## src/rtl/muldiv_sequencer.sv

```systemverilog
// Multi-cycle MULT/MULTU/DIV/DIVU sequencer with architectural HI/LO and MTHI/MTLO writes.
// Optional macro MULDIV_EARLY_TERM_EN: multiply leaves RUN once the remaining multiplier bits are zero.
module muldiv_sequencer #(
    parameter int DATA_WIDTH = 32
) (
    input  logic                  clock,
    input  logic                  reset,
    input  logic                  start,
    input  logic [5:0]            func,
    input  logic [DATA_WIDTH-1:0] data_a,
    input  logic [DATA_WIDTH-1:0] data_b,
    output logic                  busy,
    output logic                  done,
    output logic                  div_zero,
    output logic [DATA_WIDTH-1:0] hi,
    output logic [DATA_WIDTH-1:0] lo
);
    localparam int W  = DATA_WIDTH;
    localparam int CW = $clog2(W);
    localparam logic [CW-1:0] LAST = CW'(W - 1);

    localparam logic [5:0] F_MTHI  = 6'h11;
    localparam logic [5:0] F_MTLO  = 6'h13;
    localparam logic [5:0] F_MULT  = 6'h18;
    localparam logic [5:0] F_MULTU = 6'h19;
    localparam logic [5:0] F_DIV   = 6'h1A;
    localparam logic [5:0] F_DIVU  = 6'h1B;

    typedef enum logic [1:0] {IDLE, RUN, FIX, DONE} state_t;

    state_t          state;
    logic [CW-1:0]   count;
    logic [2*W-1:0]  acc;
    logic [W-1:0]    addend;
    logic            op_div;
    logic            neg_lo;
    logic            neg_hi;
    logic            dz;
`ifdef MULDIV_EARLY_TERM_EN
    logic [W-1:0]    mrem;
    logic [2*W-1:0]  mul_aligned;
`endif

    logic            is_mul;
    logic            is_div;
    logic            is_signed;
    logic            a_neg;
    logic            b_neg;
    logic [W-1:0]    a_mag;
    logic [W-1:0]    b_mag;

    always_comb begin
        is_mul    = (func == F_MULT) || (func == F_MULTU);
        is_div    = (func == F_DIV)  || (func == F_DIVU);
        is_signed = (func == F_MULT) || (func == F_DIV);
        a_neg     = is_signed && data_a[W-1];
        b_neg     = is_signed && data_b[W-1];
        a_mag     = a_neg ? -data_a : data_a;
        b_mag     = b_neg ? -data_b : data_b;
    end

    // acc holds {partial product, unconsumed multiplier} or {remainder, dividend/quotient}
    logic [W:0]      mul_upper;
    logic [2*W-1:0]  mul_next;
    logic [W:0]      div_upper;
    logic [W:0]      div_diff;
    logic            div_ge;
    logic [W-1:0]    div_rem;
    logic [2*W-1:0]  div_next;

    always_comb begin
        mul_upper = {1'b0, acc[2*W-1:W]} + (acc[0] ? {1'b0, addend} : {(W+1){1'b0}});
        mul_next  = {mul_upper, acc[W-1:1]};
        div_upper = {acc[2*W-1:W], acc[W-1]};
        div_diff  = div_upper - {1'b0, addend};
        // remainder stays below the divisor, so the difference sign bit is an exact compare
        div_ge    = ~div_diff[W];
        div_rem   = div_ge ? div_diff[W-1:0] : div_upper[W-1:0];
        div_next  = {div_rem, acc[W-2:0], div_ge};
    end

`ifdef MULDIV_EARLY_TERM_EN
    always_comb begin
        mul_aligned = mul_next >> (LAST - count);
    end
`endif

    logic [2*W-1:0]  prod_fix;
    logic [W-1:0]    quo_fix;
    logic [W-1:0]    rem_fix;
    logic [W-1:0]    hi_fix;
    logic [W-1:0]    lo_fix;

    always_comb begin
        prod_fix = neg_lo ? -acc : acc;
        quo_fix  = neg_lo ? -acc[W-1:0] : acc[W-1:0];
        rem_fix  = neg_hi ? -acc[2*W-1:W] : acc[2*W-1:W];
        hi_fix   = op_div ? rem_fix : prod_fix[2*W-1:W];
        lo_fix   = op_div ? quo_fix : prod_fix[W-1:0];
    end

    always_ff @(posedge clock or posedge reset) begin
        if (reset) begin
            state    <= IDLE;
            busy     <= 1'b0;
            done     <= 1'b0;
            div_zero <= 1'b0;
            hi       <= '0;
            lo       <= '0;
            count    <= '0;
            acc      <= '0;
            addend   <= '0;
            op_div   <= 1'b0;
            neg_lo   <= 1'b0;
            neg_hi   <= 1'b0;
            dz       <= 1'b0;
`ifdef MULDIV_EARLY_TERM_EN
            mrem     <= '0;
`endif
        end else begin
            case (state)
                IDLE: begin
                    if (start) begin
                        if (is_mul || (is_div && data_b != '0)) begin
                            state  <= RUN;
                            busy   <= 1'b1;
                            count  <= '0;
                            op_div <= is_div;
                            neg_lo <= a_neg ^ b_neg;
                            neg_hi <= a_neg;
                            dz     <= 1'b0;
                            acc    <= {{W{1'b0}}, (is_div ? a_mag : b_mag)};
                            addend <= is_div ? b_mag : a_mag;
`ifdef MULDIV_EARLY_TERM_EN
                            mrem   <= b_mag;
`endif
                        end else if (is_div) begin
                            // divide by zero: FIX only delays done by one cycle, no stall raised
                            state <= FIX;
                            dz    <= 1'b1;
                        end else if (func == F_MTHI) begin
                            hi <= data_a;
                        end else if (func == F_MTLO) begin
                            lo <= data_a;
                        end
                    end
                end
                RUN: begin
                    count <= count + 1'b1;
                    if (op_div) begin
                        acc <= div_next;
                        if (count == LAST) begin
                            state <= FIX;
                        end
                    end else begin
`ifdef MULDIV_EARLY_TERM_EN
                        mrem <= mrem >> 1;
                        if ((mrem >> 1) == '0) begin
                            acc   <= mul_aligned;
                            state <= FIX;
                        end else begin
                            acc <= mul_next;
                        end
`else
                        acc <= mul_next;
                        if (count == LAST) begin
                            state <= FIX;
                        end
`endif
                    end
                end
                FIX: begin
                    state    <= DONE;
                    busy     <= 1'b0;
                    done     <= 1'b1;
                    div_zero <= dz;
                    if (!dz) begin
                        hi <= hi_fix;
                        lo <= lo_fix;
                    end
                end
                DONE: begin
                    state <= IDLE;
                    done  <= 1'b0;
                end
                default: begin
                    state <= IDLE;
                end
            endcase
        end
    end
endmodule

```

## config.mk

```make
export PLATFORM = sky130hd
export DESIGN_NAME = muldiv_sequencer
export DESIGN_NICKNAME = d
export VERILOG_FILES = /design/src/rtl/muldiv_sequencer.sv
export SDC_FILE = /design/constraint.sdc
export NUM_CORES = 1
export LEC_CHECK = 0
export ABC_CLOCK_PERIOD_IN_PS = 5750
export BUFFER_PORTS_ARGS = -buffer_cell sky130_fd_sc_hd__buf_2
export CAP_MARGIN = 25
export CORE_MARGIN = 2
export CORE_UTILIZATION = 45
export CTS_CLUSTER_SIZE = 28
export DETAILED_ROUTE_END_ITERATION = 8
export SLEW_MARGIN = 5
export SYNTH_ARGS = -nofsm -noshare
export SYNTH_HDL_FRONTEND = slang
export SYNTH_SLANG_ARGS = --single-unit
```

## constraint.sdc

```tcl
create_clock -name clock -period 5.75 [get_ports clock]
set_clock_uncertainty 0.2 [all_clocks]
set_input_delay 0 -clock clock [delete_from_list [all_inputs] [get_ports clock]]
set_output_delay 0 -clock clock [all_outputs]
set_load 0.01 [all_outputs]
```

==> results.md <==
* Syn_area_per_cell at 7.62 sq um
* Max Used Layer: met4
* Slowest-stage cell, CP: dfrtp_1
* Hold path depth at 5
* Unique masters post-synth at 72
* Commonest cells in the netlist: nand2_1 (222), o21ai_0 (220), a21oi_1 (219)
* Syn. warnings at 0
* Core outline area at 33300 sq um
* TritonCTS clock tree: yes
* Biggest area consumer among synthesized cells: dfrtp_1
* Pwr dens at 550 nW/um^2
* Sink Count at 174
* Drt wl/cell at 21.5 um
* Post-synth EDFFs at 0
* DRC at 0
* Final min period at 4520 ps
* RSZ-0062 raised after global routing: false
* Max-slew violation count at 0
* Met2 WL at 23900 um
* Die X at 187 um
* Num ports at 140
* Leak at 0.00766 uW
* Worst path bufs/invs at 2
* Clock latency on the worst-skew pair at 470 ps
* Share of layout cells above drive strength 1 at 10.8%
* Sw Pwr at 5010 uW
* Fin nets at 2272
* Area Overhead vs Synth at 16.4%
* Cell count after synthesis at 1977
* Share of the synthesized area in the top cell type at 28.9%
* Clock buffer depth at 2
* Post-synth ARST share at 100%
* Routability cong. at 0.945
* FF-to-FF path depth at 14
* Metal1 wirelength at 24900 um
* Max-cap violations at 0
* Yosys reg bits at 174
* Via density at 5.96
* Die outline height at 187 um
* RR Endpoint: acc[59]
* Clock share of power at 12.7%
* Total track usage at 31.6%
* Slew of the pin with the lowest slew margin at 1030 ps
* Pin count of the biggest net entering global routing at 128
* Fill cells at 3251
* Worst EP required at 5880 ps
* I/O Buffers at 139
* Initial Util at 45.3%
* Critical path startpoint: acc[31]
* Post-DP HPWL at 42100 um
* Remaining antenna violation count at 0
* Reg2reg setup slack at 1230 ps
* H-tree levels at 4
* Crit path max-delay family: simple AND/OR/NAND/NOR gates
* P_int at 4640 uW
* Sequential fraction of design power at 25.6%
* Power Total at 9650 uW
* CTS buffer count at 17
* First-pass DRT Iterations at 5
* Worst slew margin at 31.3%
* Die footprint at 35000 sq um
* Final Util at 52.7%
* # setup viols final at 0
* Max Freq at 221 MHz
* Comb pwr share at 61.7%
* Largest cells by area after synthesis: dfrtp_1 (29%), o21ai_0 (7.3%), a21oi_1 (7.3%)
* Worst setup SP type: register
* Clock slew seen by the registers of the worst setup and hold paths at 80 ps
* Most common cell in the netlist: nand2_1
* CP peak stage delay at 570 ps
* First-pass GRT wire length at 85400 um
* Synthesized net count at 2126
* Hold_sp: data_b[26]
* Max VDD drop at 268 uV
* Rows at 67
* Final Non-Filler Cells at 2585
* R2R Path Start: acc[31]
* TNS Setup at 0 ps
* WP depth at 14
* Worst hold path class: in -> reg
* Mapped Area at 15100 sq um
* Final Cycle Share at 78.6%
* # resized after CTS at 0
* CP max FO at 55
* Vias in the first global route at 14387
* Crit. End Element: register
* GRT overflow at 0
* Crit-path cells: inv_1 -> ha_1 -> fa_1 -> nand2b_1 -> a21oi_1 -> nor3b_1 -> or3_1 -> a211o_1 -> nand3_1 -> nor3b_2 -> buf_4 -> mux2_2 -> a32oi_1 -> o21ai_0
* Initial DRC count at 1374
* Vias at 15404
* DRT Wirelength at 55600 um
* Final hold vios at 0
* Post-CTS setup repair buffer count at 0
* Status: finished, final reports clean
* Endpoint, Worst Hold: addend[26]
* Placed insts at 2471
* Sw Share at 51.9%
* Dominant synthesized flop cell: dfrtp_1
* Initial antenna violation count at 3
* Crit path kind: reg -> reg
* Clock root cell: clkbuf_16
* WL met3 at 4900 um
* Sequential element share of the synthesized area at 28.9%
* Crit path DAT at 4650 ps
[power by group through the flow]
| stage | combinational, uW | sequential [uW] | clock (uW) |
|---|---|---|---|
| after floorplan | 4230 | 2270 | 0 |
| after global placement | 5760 | 2450 | 0 |
| after detailed placement | 5800 | 2470 | 0 |
| after CTS | 5900 | 2450 | 1240 |
| after global routing | 6600 | 2530 | 1290 |
| final | 5950 | 2470 | 1220 |
[final cells by class]
cell class	instances	area [sq um]	area share (%)
inverter	69	264	1.51
sequential	174	4360	24.8
antenna	1	2.50	0.0143
tap	448	561	3.20
timing repair buffer	239	1680	9.59
clock inverter	14	165	0.942
clock buffer	18	439	2.50
multi-input combinational	1622	10100	57.4
[cells in the final DEF (no fill, tap or decap), drive strengths merged, types with 27 or more instances in the layout]
| cell type | synthesis | layout |
|---|---|---|
| nand3 | 36 | 36 |
| dlygate4sd3 | 0 | 81 |
| mux2i | 42 | 42 |
| a21o | 39 | 39 |
| nor2 | 211 | 211 |
| a211oi | 32 | 32 |
| xor2 | 88 | 88 |
| nand2 | 222 | 222 |
| xnor2 | 82 | 82 |
| buf | 16 | 158 |
| ha | 74 | 74 |
| a21oi | 219 | 219 |
| or3 | 27 | 27 |
| nor3 | 30 | 30 |
| dfrtp | 174 | 174 |
| o21ai | 222 | 222 |
| inv | 69 | 77 |
[registers in the layout (all words and copies together) (netlist names)]
name and count:
acc 64, addend 32, hi 32, lo 32
count 5, state 2, busy 1, div_zero 1
done 1, dz 1, neg_hi 1, neg_lo 1
op_div 1
[worst reg2reg max path, cell delays in order, from the launching register on]
cell and delay [ps]:
dfrtp_1 570, inv_1 90, ha_1 240, fa_1 390, nand2b_1 180, a21oi_1 270, nor3b_1 150, or3_1 480
a211o_1 350, nand3_1 70, nor3b_2 150, buf_4 550, mux2_2 410, a32oi_1 180, o21ai_0 100
[repair_timing]
item,in CTS,in global routing
setup endpoints to repair,0,0
hold endpoints to repair,194,0
hold buffers,81,0
[routing by layer]
| layer | global-route usage [%] | vias up |
|---|---|---|
| met5 | 0 | - |
| li1 | - | 7371 |
| met1 | 44.0 | 7272 |
| met4 | 11.4 | 0 |
| met3 | 7.79 | 87 |
| met2 | 47.5 | 674 |
[logic make-up (layout without fill, tap and decap cells)]
group	after synthesis	after routing	synth area share, %
other	0	1	0
xor gates and xnor gates	170	170	9.88
DFF	174	174	28.9
muxes	56	56	3.84
AOI/OAI and AO/OA	657	657	26.0
buffers and inverters	181	340	4.58
adders and majority gates	76	76	6.41
and+or+nand+nor	663	663	20.4
[worst max-delay path by stage]
| stage | to | slack (ps) |
|---|---|---|
| final | acc[59] | 1230 |
| after global routing | acc[59] | 1000 |
| after CTS | acc[59] | 1240 |
| after detailed placement | acc[59] | 1290 |
| after global placement | acc[59] | 1250 |
| after floorplan | acc[0] | 830 |
[stage by stage]
| step | cell area [sq um] | hold slack [ps] | worst slack (ps) |
|---|---|---|---|
| 6_report | 17500 | 47.6 | 1230 |
| 4_1_cts | 17500 | 12.0 | 1240 |
| 2_1_floorplan | 15100 | -13.4 | 833 |
| 5_1_grt | 17500 | 77.0 | 1000 |
| 3_3_place_gp | 16100 | -128 | 1250 |
| 3_5_place_dp | 16100 | -122 | 1290 |
No activity file was read; power rests on OpenSTA's default activity.
